## src/rtl/time_alarm.sv

```systemverilog
// Time-of-day counter (HH:MM:SS) with per-field set, settable alarm,
// auto-timeout ring and snooze countdown.
module time_alarm #(
  parameter int unsigned DIV        = 50_000_000,
  parameter int unsigned HMAX       = 23,
  parameter int unsigned RING_SECS  = 60,
  parameter int unsigned SNOOZE_MIN = 5
) (
  input  logic       clk,
  input  logic       reset,
  input  logic       enable,
  input  logic       plus,
  input  logic       minus,
  input  logic [2:0] mode,
  input  logic       alarm_en,
  input  logic       stop,
  input  logic       snooze,
  output logic [5:0] hours,
  output logic [5:0] mins,
  output logic [5:0] secs,
  output logic [5:0] al_hours,
  output logic [5:0] al_mins,
  output logic       ringing,
  output logic       snoozing
);

  localparam int unsigned DivW     = (DIV > 1) ? $clog2(DIV) : 1;
  localparam int unsigned RingW    = $clog2(RING_SECS + 1);
  localparam int unsigned SnzTicks = SNOOZE_MIN * 60;
  localparam int unsigned SnzW     = $clog2(SnzTicks + 1);
  localparam logic [5:0]  HMax     = 6'(HMAX);
  localparam logic [5:0]  SecMax   = 6'd59;

  logic [DivW-1:0]  div_q, div_d;
  logic [5:0]       hours_q, hours_d, mins_q, mins_d, secs_q, secs_d;
  logic [5:0]       al_hours_q, al_hours_d, al_mins_q, al_mins_d;
  logic             ringing_q, ringing_d, snoozing_q, snoozing_d;
  logic [RingW-1:0] ring_cnt_q, ring_cnt_d;
  logic [SnzW-1:0]  snz_cnt_q, snz_cnt_d;

  logic       set_time, tick, trigger, snz_expire;
  logic       sec_wrap, min_wrap;
  logic [5:0] t_secs, t_mins, t_hours;

  // Wrapping single-step edit; plus and minus together cancel.
  function automatic logic [5:0] step_field(input logic [5:0] v, input logic [5:0] max,
                                            input logic up, input logic dn);
    logic [5:0] r;
    r = v;
    if (up && !dn) r = (v == max) ? 6'd0 : v + 6'd1;
    if (dn && !up) r = (v == 6'd0) ? max : v - 6'd1;
    return r;
  endfunction

  always_comb begin
    set_time = mode inside {3'b001, 3'b010, 3'b011};
    tick     = enable & ~set_time & (div_q == DivW'(DIV - 1));

    sec_wrap = (secs_q == SecMax);
    min_wrap = (mins_q == SecMax);
    t_secs   = sec_wrap ? 6'd0 : secs_q + 6'd1;
    t_mins   = sec_wrap ? (min_wrap ? 6'd0 : mins_q + 6'd1) : mins_q;
    t_hours  = (sec_wrap && min_wrap) ? ((hours_q == HMax) ? 6'd0 : hours_q + 6'd1) : hours_q;

    // Only a counting tick can trigger, so manual edits into the match never ring.
    trigger    = tick & alarm_en & (t_secs == 6'd0) & (t_mins == al_mins_q) &
                 (t_hours == al_hours_q);
    snz_expire = snoozing_q & tick & (snz_cnt_q == SnzW'(1));
  end

  always_comb begin
    div_d      = div_q;
    hours_d    = hours_q;
    mins_d     = mins_q;
    secs_d     = secs_q;
    al_hours_d = al_hours_q;
    al_mins_d  = al_mins_q;
    ringing_d  = ringing_q;
    snoozing_d = snoozing_q;
    ring_cnt_d = ring_cnt_q;
    snz_cnt_d  = snz_cnt_q;

    if (set_time) begin
      div_d = '0;
    end else if (enable) begin
      div_d = tick ? '0 : div_q + DivW'(1);
    end

    if (tick) begin
      secs_d  = t_secs;
      mins_d  = t_mins;
      hours_d = t_hours;
    end

    case (mode)
      3'b001:  secs_d     = step_field(secs_q, SecMax, plus, minus);
      3'b010:  mins_d     = step_field(mins_q, SecMax, plus, minus);
      3'b011:  hours_d    = step_field(hours_q, HMax, plus, minus);
      3'b100:  al_mins_d  = step_field(al_mins_q, SecMax, plus, minus);
      3'b101:  al_hours_d = step_field(al_hours_q, HMax, plus, minus);
      default: ;
    endcase

    if (stop || !alarm_en) begin
      ringing_d  = 1'b0;
      snoozing_d = 1'b0;
      ring_cnt_d = '0;
      snz_cnt_d  = '0;
    end else if (trigger) begin
      ringing_d  = 1'b1;
      snoozing_d = 1'b0;
      ring_cnt_d = '0;
      snz_cnt_d  = '0;
    end else if (snz_expire) begin
      ringing_d  = 1'b1;
      snoozing_d = 1'b0;
      ring_cnt_d = '0;
      snz_cnt_d  = '0;
    end else if (snooze && ringing_q) begin
      ringing_d  = 1'b0;
      snoozing_d = 1'b1;
      snz_cnt_d  = SnzW'(SnzTicks);
    end else begin
      if (snoozing_q && tick) snz_cnt_d = snz_cnt_q - SnzW'(1);
      // Ringing lasts exactly RING_SECS ticks counted from the trigger edge.
      if (ringing_q && tick) begin
        if (ring_cnt_q == RingW'(RING_SECS - 1)) begin
          ringing_d  = 1'b0;
          ring_cnt_d = '0;
        end else begin
          ring_cnt_d = ring_cnt_q + RingW'(1);
        end
      end
    end
  end

  always_ff @(posedge clk or posedge reset) begin
    if (reset) begin
      div_q      <= '0;
      hours_q    <= '0;
      mins_q     <= '0;
      secs_q     <= '0;
      al_hours_q <= '0;
      al_mins_q  <= '0;
      ringing_q  <= 1'b0;
      snoozing_q <= 1'b0;
      ring_cnt_q <= '0;
      snz_cnt_q  <= '0;
    end else begin
      div_q      <= div_d;
      hours_q    <= hours_d;
      mins_q     <= mins_d;
      secs_q     <= secs_d;
      al_hours_q <= al_hours_d;
      al_mins_q  <= al_mins_d;
      ringing_q  <= ringing_d;
      snoozing_q <= snoozing_d;
      ring_cnt_q <= ring_cnt_d;
      snz_cnt_q  <= snz_cnt_d;
    end
  end

  assign hours    = hours_q;
  assign mins     = mins_q;
  assign secs     = secs_q;
  assign al_hours = al_hours_q;
  assign al_mins  = al_mins_q;
  assign ringing  = ringing_q;
  assign snoozing = snoozing_q;

endmodule

```

## config.mk

```make
export PLATFORM = sky130hd
export DESIGN_NAME = time_alarm
export DESIGN_NICKNAME = d
export VERILOG_FILES = /design/src/rtl/time_alarm.sv
export SDC_FILE = /design/constraint.sdc
export NUM_CORES = 1
export LEC_CHECK = 0
export CAP_MARGIN = 10
export CORE_AREA = 2 2 109 111
export CTS_CLUSTER_DIAMETER = 200
export DETAILED_ROUTE_END_ITERATION = 12
export DIE_AREA = 0 0 111 113
export PLACE_DENSITY = 0.69
export SYNTH_ARGS = -nofsm -noshare
export SYNTH_HDL_FRONTEND = slang
export SYNTH_SLANG_ARGS = --single-unit
```

## constraint.sdc

```tcl
create_clock -name clk -period 3.4 [get_ports clk]
set_clock_uncertainty 0.1 [all_clocks]
set_input_delay 0.51 -clock clk [delete_from_list [all_inputs] [get_ports clk]]
set_output_delay 0.51 -clock clk [all_outputs]
set_load 0.005 [all_outputs]
```

=== Word-level counts from Yosys, hierarchy flattened ===
Index checks and enable logic that the tools add are counted.

* Add/sub/neg operators: 13
* Equal/unequal tests: 19
* Reductions and logical operators: 34
* Bitwise gates (word level): 9
* Muxes and demuxes: 52

{| class="wikitable"
|+ Operator list
! operator !! number
|-
| $mux 6 || 34
|-
| $mux 26 || 3
|-
| $mux 9 || 5
|-
| $add 6x1->6 const B || 6
|-
| $logic_not 6->1 || 6
|-
| $sub 6x1->6 const B || 5
|-
| $add 26x1->26 const B || 1
|-
| $eq 26x26->1 const B || 1
|-
| $eq 6x6->1 const B || 4
|-
| $reduce_bool 5->1 || 3
|-
| $reduce_and 2->1 || 7
|-
| $eq 6x5->1 const B || 2
|-
| $eq 6x6->1 || 2
|-
| $mux 1 || 10
|-
| $reduce_bool 2->1 || 5
|-
| $eq 9x1->1 const B || 1
|-
| $ne 3x1->1 const B || 3
|-
| $sub 9x1->9 const B || 1
|-
| $and 1x1->1 || 8
|-
| $reduce_bool 4->1 || 2
|-
| $eq 3x2->1 const B || 2
|-
| $eq 3x3->1 const B || 2
|-
| $logic_and 1x1->1 || 6
|-
| $ne 4x4->1 const B || 1
|-
| other kinds (5) || 7
|}

* Word-level logic and storage cells: 137
* Input port bits: 11
* Output and inout port bits: 32
* Register bits after elaboration: 73

=== Logic depth before layout (Yosys ltp) ===
* Depth in word-level cells: 11
* Gate-level depth with buffers: 12
* Gate-level depth less buffers: 9

=== Worst setup path before layout ===
No wires, ideal clock.

* Path kind: flip-flop to flip-flop
* From: register secs_q[0] (netlist: secs[0])
* To: register ring_cnt_q[0]
* Required time: 3.175 ns
* Cell stages (with the launch flop): 13
* Setup slack: 0.502 ns
* Path buffers: 3
* Clock period less this slack: 2.898 ns
* Data arrival time: 2.674 ns
* Path through: dfrtp_1 > ha_1 > nand3b_2 > or4_1 > buf_2 > or2_4 > xnor2_1 > a21oi_1 > nor3_1 > and4_1 > buf_4 > buf_6 > nor3_1

* Word-level cells in the longest chain between the ends: 8
* Elaborated cells between the ends (all ways): 17

{| class="wikitable"
|+ Ends and longest elaborated chain
! what !! line !! RTL
|-
| start, declared || 35 || <nowiki>logic [5:0] hours_q, hours_d, mins_q, mins_d, secs_q, secs_d;</nowiki>
|-
| start signal, assigned || 153 || <nowiki>secs_q <= secs_d;</nowiki>
|-
| $add 6x1->6 / $eq 6x6->1 (equally long branches) || 61, 59 ||
|-
| $mux 6 || 61 || <nowiki>t_secs = sec_wrap ? 6'd0 : secs_q + 6'd1;</nowiki>
|-
| $logic_not 6->1 || 66 || <nowiki>trigger = tick & alarm_en & (t_secs == 6'd0) & (t_mins == al_mins_q) &</nowiki>
|-
| $and 1x1->1 (2 in a row) || 66 ||
|-
| $and 1x1->1 * || 66 ||
|-
| $ne 4x4->1 (no source line), or another cell as far along || -- ||
|-
| $reduce_and 2->1 (no source line) / $mux 6 (equally long branches) || -- ||
|-
| end signal, assigned || 158 || <nowiki>ring_cnt_q <= ring_cnt_d;</nowiki>
|-
| end, declared || 38 || <nowiki>logic [RingW-1:0] ring_cnt_q, ring_cnt_d;</nowiki>
|}

Mark *: on every way between the ends. The rest lies on a longest branch, timed or not.
A chain may end at the register's enable or synchronous reset.

=== Final worst setup path ===
* From: register mins_q[1] (netlist: mins[1])
* To: register snz_cnt_q[7]

* Word-level cells in the longest chain between the ends: 8
* Elaborated cells between the ends (all ways): 13

{| class="wikitable"
|+ Ends and longest elaborated chain
! what !! line !! RTL
|-
| start, declared || 35 ||
|-
| start signal, assigned || 152 || <nowiki>mins_q <= mins_d;</nowiki>
|-
| $add 6x1->6 / $eq 6x6->1 (equally long branches) || 62, 60 ||
|-
| $mux 6 (2 in a row) || 62 || <nowiki>t_mins = sec_wrap ? (min_wrap ? 6'd0 : mins_q + 6'd1) : mins_q;</nowiki>
|-
| $eq 6x6->1 || 66 ||
|-
| $and 1x1->1 || 66 ||
|-
| $and 1x1->1 * || 66 ||
|-
| $mux 9 || 109 || <nowiki>end else if (trigger) begin</nowiki>
|-
| $mux 9 || 104 || <nowiki>if (stop || !alarm_en) begin</nowiki>
|-
| end signal, assigned || 159 || <nowiki>snz_cnt_q <= snz_cnt_d;</nowiki>
|-
| end, declared || 39 || <nowiki>logic [SnzW-1:0] snz_cnt_q, snz_cnt_d;</nowiki>
|}

Marks and branches as above.

==> metrics.md <==
| Metric | Value |
|---|---|
| Grt total ovfl | 0 |
| Die Span Y | 113 µm |
| Fraction of layout cells with a size suffix above 1 | 6.70% |
| Crit path max-delay cell type | or4_1 |
| Total CTS buffers | 9 |
| Final setup margin | 0.202 ns |
| CTS max path bufs | 2 |
| Initial antenna violation count | 0 |
| Initial core utilization | 49.5% |
| P_leak | 2.57 nW |
| # nets final | 789 |
| # DRC | 0 |
| Final Hold Viols | 0 |
| Post-synthesis cell area | 5580 µm² |
| Status | finished clean |
| Post-CTS Hold Buffers | 0 |
| Total number of yosys warnings | 0 |
| Die Footprint | 12500 µm² |
| Post-route ant nets | 0 |
| Ys flop type | dfrtp_1 |
| Placer Congestion | 0.923 |
| Final period utilization | 94.1% |
| Final WL | 14700 µm |
| Final Non-Filler Cells | 904 |
| Core ar. | 11300 µm² |
| Postcts setup bufs | 0 |
| Clk_lat worst skew | 0.34 ns |
| Chip Width | 111 µm |
| Clock slew at reported path FFs | 0.06 ns |
| Max frequency | 313 MHz |
| Post-synth EDFFs | 0 |
| Area grow syn2layout | 16.3% |
| Crit path kind | flop to flop |
| CP endpoint kind | flop |
| CP delay by family, top | simple AND/OR/NAND/NOR gates |
| CP arrival | 3.33 ns |
| Maximum Capacitance Violations | 0 |
| N_diodes | 0 |
| Syn_area_per_cell | 7.70 µm² |
| DR iter-0 viols | 541 |
| Pin count of the biggest net entering global routing | 43 |
| Synth Register Bits | 73 |
| Setup TNS | 0 ns |
| IO Count | 43 |
| Max Slew Vio Count | 0 |
| Setup violations, final | 0 |
| Pin slew with the least headroom to its limit | 0.711 ns |
| Placed Cells | 888 |
| IO buf count | 42 |
| Pre-Repair DR Iteration Count | 5 |
| H-tree levels | 3 |
| FFs w/ async S/R, synth | 100% |
| CTS tree | yes |
| CTS resizes | 0 |
| Placed Area | 6180 µm² |
| Cell variety after synth | 65 |
| Total GRT Usage | 23.4% |
| P per Cell Area | 572 nW/µm² |
| RSZ-0062 raised after global routing | no |
| Site row count | 39 |
| Syn Nets | 758 |
| Root Buffer | clkbuf_16 |
| Vias in the first global route | 5029 |
| Seq/Total Area, Yosys | 32.7% |
| Fin crit period | 3.20 ns |
| Required @ worst endpoint | 3.53 ns |
| Wire length per cell | 16.2 µm |
| Design area | 6490 µm² |
| Worst path cell trace | ha_1 -> nand2b_1 -> or4_1 -> a211oi_1 -> a21oi_1 -> xnor2_1 -> o211a_1 -> and4_1 -> buf_4 -> nor4_1 |
| Max incr delay on CP | 0.67 ns |
| First-pass GRT wire length | 24200 µm |
| Vias | 5531 |
| Worst Hold Class | flop to flop |
| CP max FO | 16 |
| Critical path launch point type | flop |
| WP buf/inv | 1 |
| Final core occ | 57.6% |
| Worst slew margin | 52.5% |
| Via density | 6.12 |
| # fillers | 1009 |
| Worst slack, placed | 0.278 ns |
| HPWL Detailed | 10500 µm |
| Cells after Synth | 725 |
| Worst vdd ir | 0.407 mV |
| Clock sink count | 73 |
==> where the power goes <==
part | internal [mW] | switching, mW | leakage [nW]
combinational | 0.702 | 0.749 | 1.45
sequential | 0.986 | 0.266 | 0.972
clock | 0.641 | 0.368 | 0.146
total | 2.33 | 1.38 | 2.57
==> registers in the layout, indices dropped and copies added, names as in the netlist <==
| register | flops |
|---|---|
| ringing | 1 |
| snoozing | 1 |
| al_hours | 6 |
| hours | 6 |
| mins | 6 |
| al_mins | 6 |
| secs | 6 |
| snz_cnt_q | 9 |
| ring_cnt_q | 6 |
| div_q | 26 |
==> metrics by stage <==
step / hold slack [ns] / power [mW]
after floorplan: 0.351 / 2.14
after global placement: 0.375 / 2.66
after detailed placement: 0.383 / 2.69
after CTS: 0.395 / 3.72
after global routing: 0.413 / 3.96
final: 0.396 / 3.71
==> cell usage in the layout (no fill, tap or decap), types with 11 or more instances in the layout <==
| cell type | instances |
|---|---|
| and3_1 | 14 |
| nand3_1 | 35 |
| nor2_1 | 54 |
| nand2_1 | 92 |
| nor4_1 | 15 |
| o21ai_0 | 85 |
| nand4_1 | 11 |
| ha_1 | 22 |
| dfrtp_1 | 73 |
| a21oi_1 | 52 |
| inv_1 | 21 |
| xor2_1 | 15 |
| xnor2_1 | 24 |
| clkdlybuf4s50_1 | 42 |
| nor3_1 | 30 |
| buf_4 | 23 |
==> final cells by class <==
class                      instances  area [µm²]  share of cell area (%)
multi-input combinational        583        3470                    53.5
inverter                          23        86.3                    1.33
sequential                        73        1830                    28.1
timing repair buffer              66         613                    9.44
clock inverter                     5        80.1                    1.23
tap                              143         179                    2.76
clock buffer                      11         233                    3.58
==> final timing paths <==
path	startpoint	to	slack [ns]	depth (start not counted)
min in group asynchronous	reset	div_q[3]	0.51	2
max in group asynchronous	reset	mins[2]	2.02	3
min reg2reg	div_q[22]	div_q[22]	0.40	1
max	mins[1]	snz_cnt_q[7]	0.20	10
max reg2reg	mins[1]	snz_cnt_q[7]	0.20	10
min	div_q[22]	div_q[22]	0.40	1
==> layer usage <==
layer	wire length, µm	vias up	global-route usage, %
met5	0	-	0
met4	386	0	11.1
met3	841	30	3.59
met2	6770	195	37.3
met1	6670	2611	31.6
li1	-	2695	-
==> cells by family after synthesis <==
group	Yosys count	synth area share (%)
DFF	73	32.7
and+or+nand+nor	307	27.6
buffers and inverters	69	5.02
muxes	4	0.740
xor gates and xnor gates	39	6.12
adders and majority gates	22	4.93
AOI/OAI and AO/OA	211	22.8
==> synth_stat cells, types with 4 or more instances <==
library cell	number	area, µm²
dfrtp_1	73	1830
ha_1	22	275
nor4_1	15	93.8
o211ai_1	6	45.0
a22o_1	10	87.6
nand3_1	35	175
inv_1	22	82.6
or3_1	4	25.0
o21ai_0	85	425
nor2_1	54	203
xnor2_1	24	210
o22ai_1	10	62.6
and2_1	6	37.5
nand2b_1	4	25.0
a21oi_1	52	260
nand4_1	11	68.8
nor2b_1	7	43.8
o31ai_1	8	60.1
nand3b_1	8	60.1
and3_1	14	87.6
xor2_1	15	131
nor3_1	30	150
or2_2	5	31.3
a211oi_1	5	37.5
nor3b_1	5	37.5
buf_1	4	15.0
nand2_1	92	345
clkbuf_1	36	135
Note: power is estimated with default switching activity, not from simulation.
==> patch (config.mk and constraints unchanged) <==
Put one more register stage on the output `al_hours`, without a reset. The value now appears one clock later. The other outputs are not delayed to match.
--- a/src/rtl/time_alarm.sv
+++ b/src/rtl/time_alarm.sv
@@ -165,3 +165,5 @@
   assign secs     = secs_q;
-  assign al_hours = al_hours_q;
+  always_ff @(posedge clk) begin
+    al_hours <= al_hours_q;
+  end
   assign al_mins  = al_mins_q;
Formal check against the unedited RTL: not equivalent (a bounded check fails within 4 cycles, from zero or initial values and one cycle with reset high).
==> patch against the original RTL <==
  * Synthesized cell count up 6.3%
  * Routed wire length is 8.6% higher
  * Fmax barely moved
  * Critical path depth fell by 1
  * Area after synthesis up 7.2%
  * Sequential cell count rose by 6
  * Critical path type unchanged
  * Power grew 11%
  * Design area grew 6.3%
  * Sequential power is 8% higher
  * Die area unchanged
  * Setup slack better by 0.0013 ns
  * First-iteration DRC count is 39% higher
  * Hold slack better by 0.0092 ns
==> patch: results <==
{
  "outcome": "finished clean",
  "netlist_top_cells_count": "82 x sky130_fd_sc_hd__nand2_1, 74 x sky130_fd_sc_hd__o21ai_0, 73 x sky130_fd_sc_hd__dfrtp_1",
  "async_flop_share_pct": 92.4,
  "r2r_slack_ns": 0.20,
  "postSynthNetCount": 804,
  "grt_usage_pct": 26.3,
  "seq_area_frac_synth_pct": 32.5,
  "layout-drive-gt1-share_pct": 6.82,
  "regToRegEndpoint": "snz_cnt_q[6]",
  "worst_ir_drop_vdd_v": 0.000356,
  "highest_delay_cell_along_the_critical_path": "sky130_fd_sc_hd__or4_1",
  "ys.flop_type": "sky130_fd_sc_hd__dfrtp_1",
  "drt_pass1_iterations": 5,
  "io_buffer_count": 42,
  "via_count_of_the_first_global_routing_pass": 5609,
  "worst_r2r_path_depth": 9,
  "power.leakage_nw": 2.73,
  "post-place-ws_ns": 0.250,
  "timing.hold.worst.class": "reg -> reg",
  "timing.max_slew.rel_slack_pct": 49.9,
  "clockBufferDepth": 2,
  "power.net_switching_mw": 1.61,
  "holdBufCountCts": 0,
  "timing_worst_setup_path_type": "reg -> reg",
  "yosys-top-cells-area": "sky130_fd_sc_hd__dfrtp_1 31%, sky130_fd_sc_hd__o21ai_0 6.2%, sky130_fd_sc_hd__nand2_1 5.1%",
  "finalWeightedCongestion": 0.978,
  "cts_inserted_buffers": 9,
  "timing.critical_path.max_delay_family": "simple AND/OR/NAND/NOR gates",
  "grt_pass1_wl_um": 27300,
  "route.detailed.wl_per_inst_um": 16.8,
  "cts_post_setup_buffers_inserted": 0,
  "largest_regs": "div_q x26, snz_cnt_q x9",
  "worstSetupStartpoint": "secs[0]",
  "htree_levels": 3,
  "layoutNonFillerInstCount": 949,
  "fin_nets": 834,
  "grt_antenna_before_repair": 0,
  "drt_first_iter_violations": 751,
  "layout.filler_cells": 984,
  "critPathMaxStageDelay_ns": 0.59,
  "vias": 5951,
  "dp.cells": 933,
  "grt_max_degree": 53,
  "yosysUniqueCellTypes": 67,
  "biggest_fanout_along_the_worst_timing_path": 16,
  "synth_cells": 771,
  "floorplan.core_area_um2": 11300,
  "layout_worst_path_cycle_share_pct": 94.0,
  "worstHoldPathCells": 0,
  "hpwl_um": 11400,
  "ctsResizeCount": 0,
  "worst_skew_pair.late_latency_ns": 0.35,
  "cts.clk_slew.worst_paths_ns": 0.06
}
==> patch: changes by cell type in the layout (fill, tap and decap cells not counted), moves of 6 or more <==
cell	change
sky130_fd_sc_hd__nor2_1	+9
sky130_fd_sc_hd__o21ai_0	-11
sky130_fd_sc_hd__nand2_1	-10
sky130_fd_sc_hd__a31oi_1	+18
sky130_fd_sc_hd__nor3_1	+7
sky130_fd_sc_hd__inv_1	+10
sky130_fd_sc_hd__nand3_1	+11
sky130_fd_sc_hd__or3_1	+6
sky130_fd_sc_hd__dfxtp_1	+6
sky130_fd_sc_hd__a21oi_1	-7
==> patch: worst min-delay path by stage <==
stage | from | endpoint | slack (ns)
after floorplan | al_hours_q[3] | al_hours[3] | 0.25
after global placement | div_q[5] | div_q[5] | 0.39
after detailed placement | al_hours_q[4] | al_hours[4] | 0.39
after CTS | al_hours_q[4] | al_hours[4] | 0.40
after global routing | al_hours_q[4] | al_hours[4] | 0.42
final | al_hours_q[4] | al_hours[4] | 0.40
==> patch: area by class of cell <==
type / count / share of cell area, %
Timing Repair Buffer: 68 / 9.28
Inverter: 33 / 1.79
Clock buffer: 11 / 3.66
Tap cell: 143 / 2.59
Sequential cell: 79 / 28.2
Clock inverter: 5 / 0.816
Multi-Input combinational cell: 610 / 53.6
==> patch: through the flow <==
| stage | util [%] | instance area (µm²) | hold slack [ns] |
|---|---|---|---|
| floorplan | - | 5980 | 0.245 |
| global placement | 58.5 | 6590 | 0.389 |
| detailed placement | 58.5 | 6590 | 0.390 |
| CTS | 61.2 | 6900 | 0.404 |
| global route | 61.2 | 6900 | 0.422 |
| finish | 61.2 | 6900 | 0.405 |
==> patch: logic make-up after synthesis <==
family,after synthesis,synth area share (%)
compound gates,216,22.4
xor+xnor,37,5.42
fa+ha+maj,22,4.60
buf+inv,82,5.67
flops,79,32.5
mux,5,0.878
simple gates,330,28.5
==> patch: routing by layer <==
metal | GRT usage, % | up-vias | wire, µm
met2 | 42.9 | 262 | 7520
li1 | - | 2858 | -
met5 | 0 | - | 0
met1 | 34.2 | 2789 | 6990
met4 | 12.2 | 0 | 426
met3 | 4.71 | 42 | 1000
==> patch: power by group through the flow <==
stage,clock [mW],combinational [mW],sequential (mW)
4_1_cts,1.02,1.74,1.35
3_5_place_dp,0,1.73,1.36
5_1_grt,1.06,1.94,1.38
2_1_floorplan,0,1.23,1.24
3_3_place_gp,0,1.72,1.35
6_report,0.998,1.75,1.35
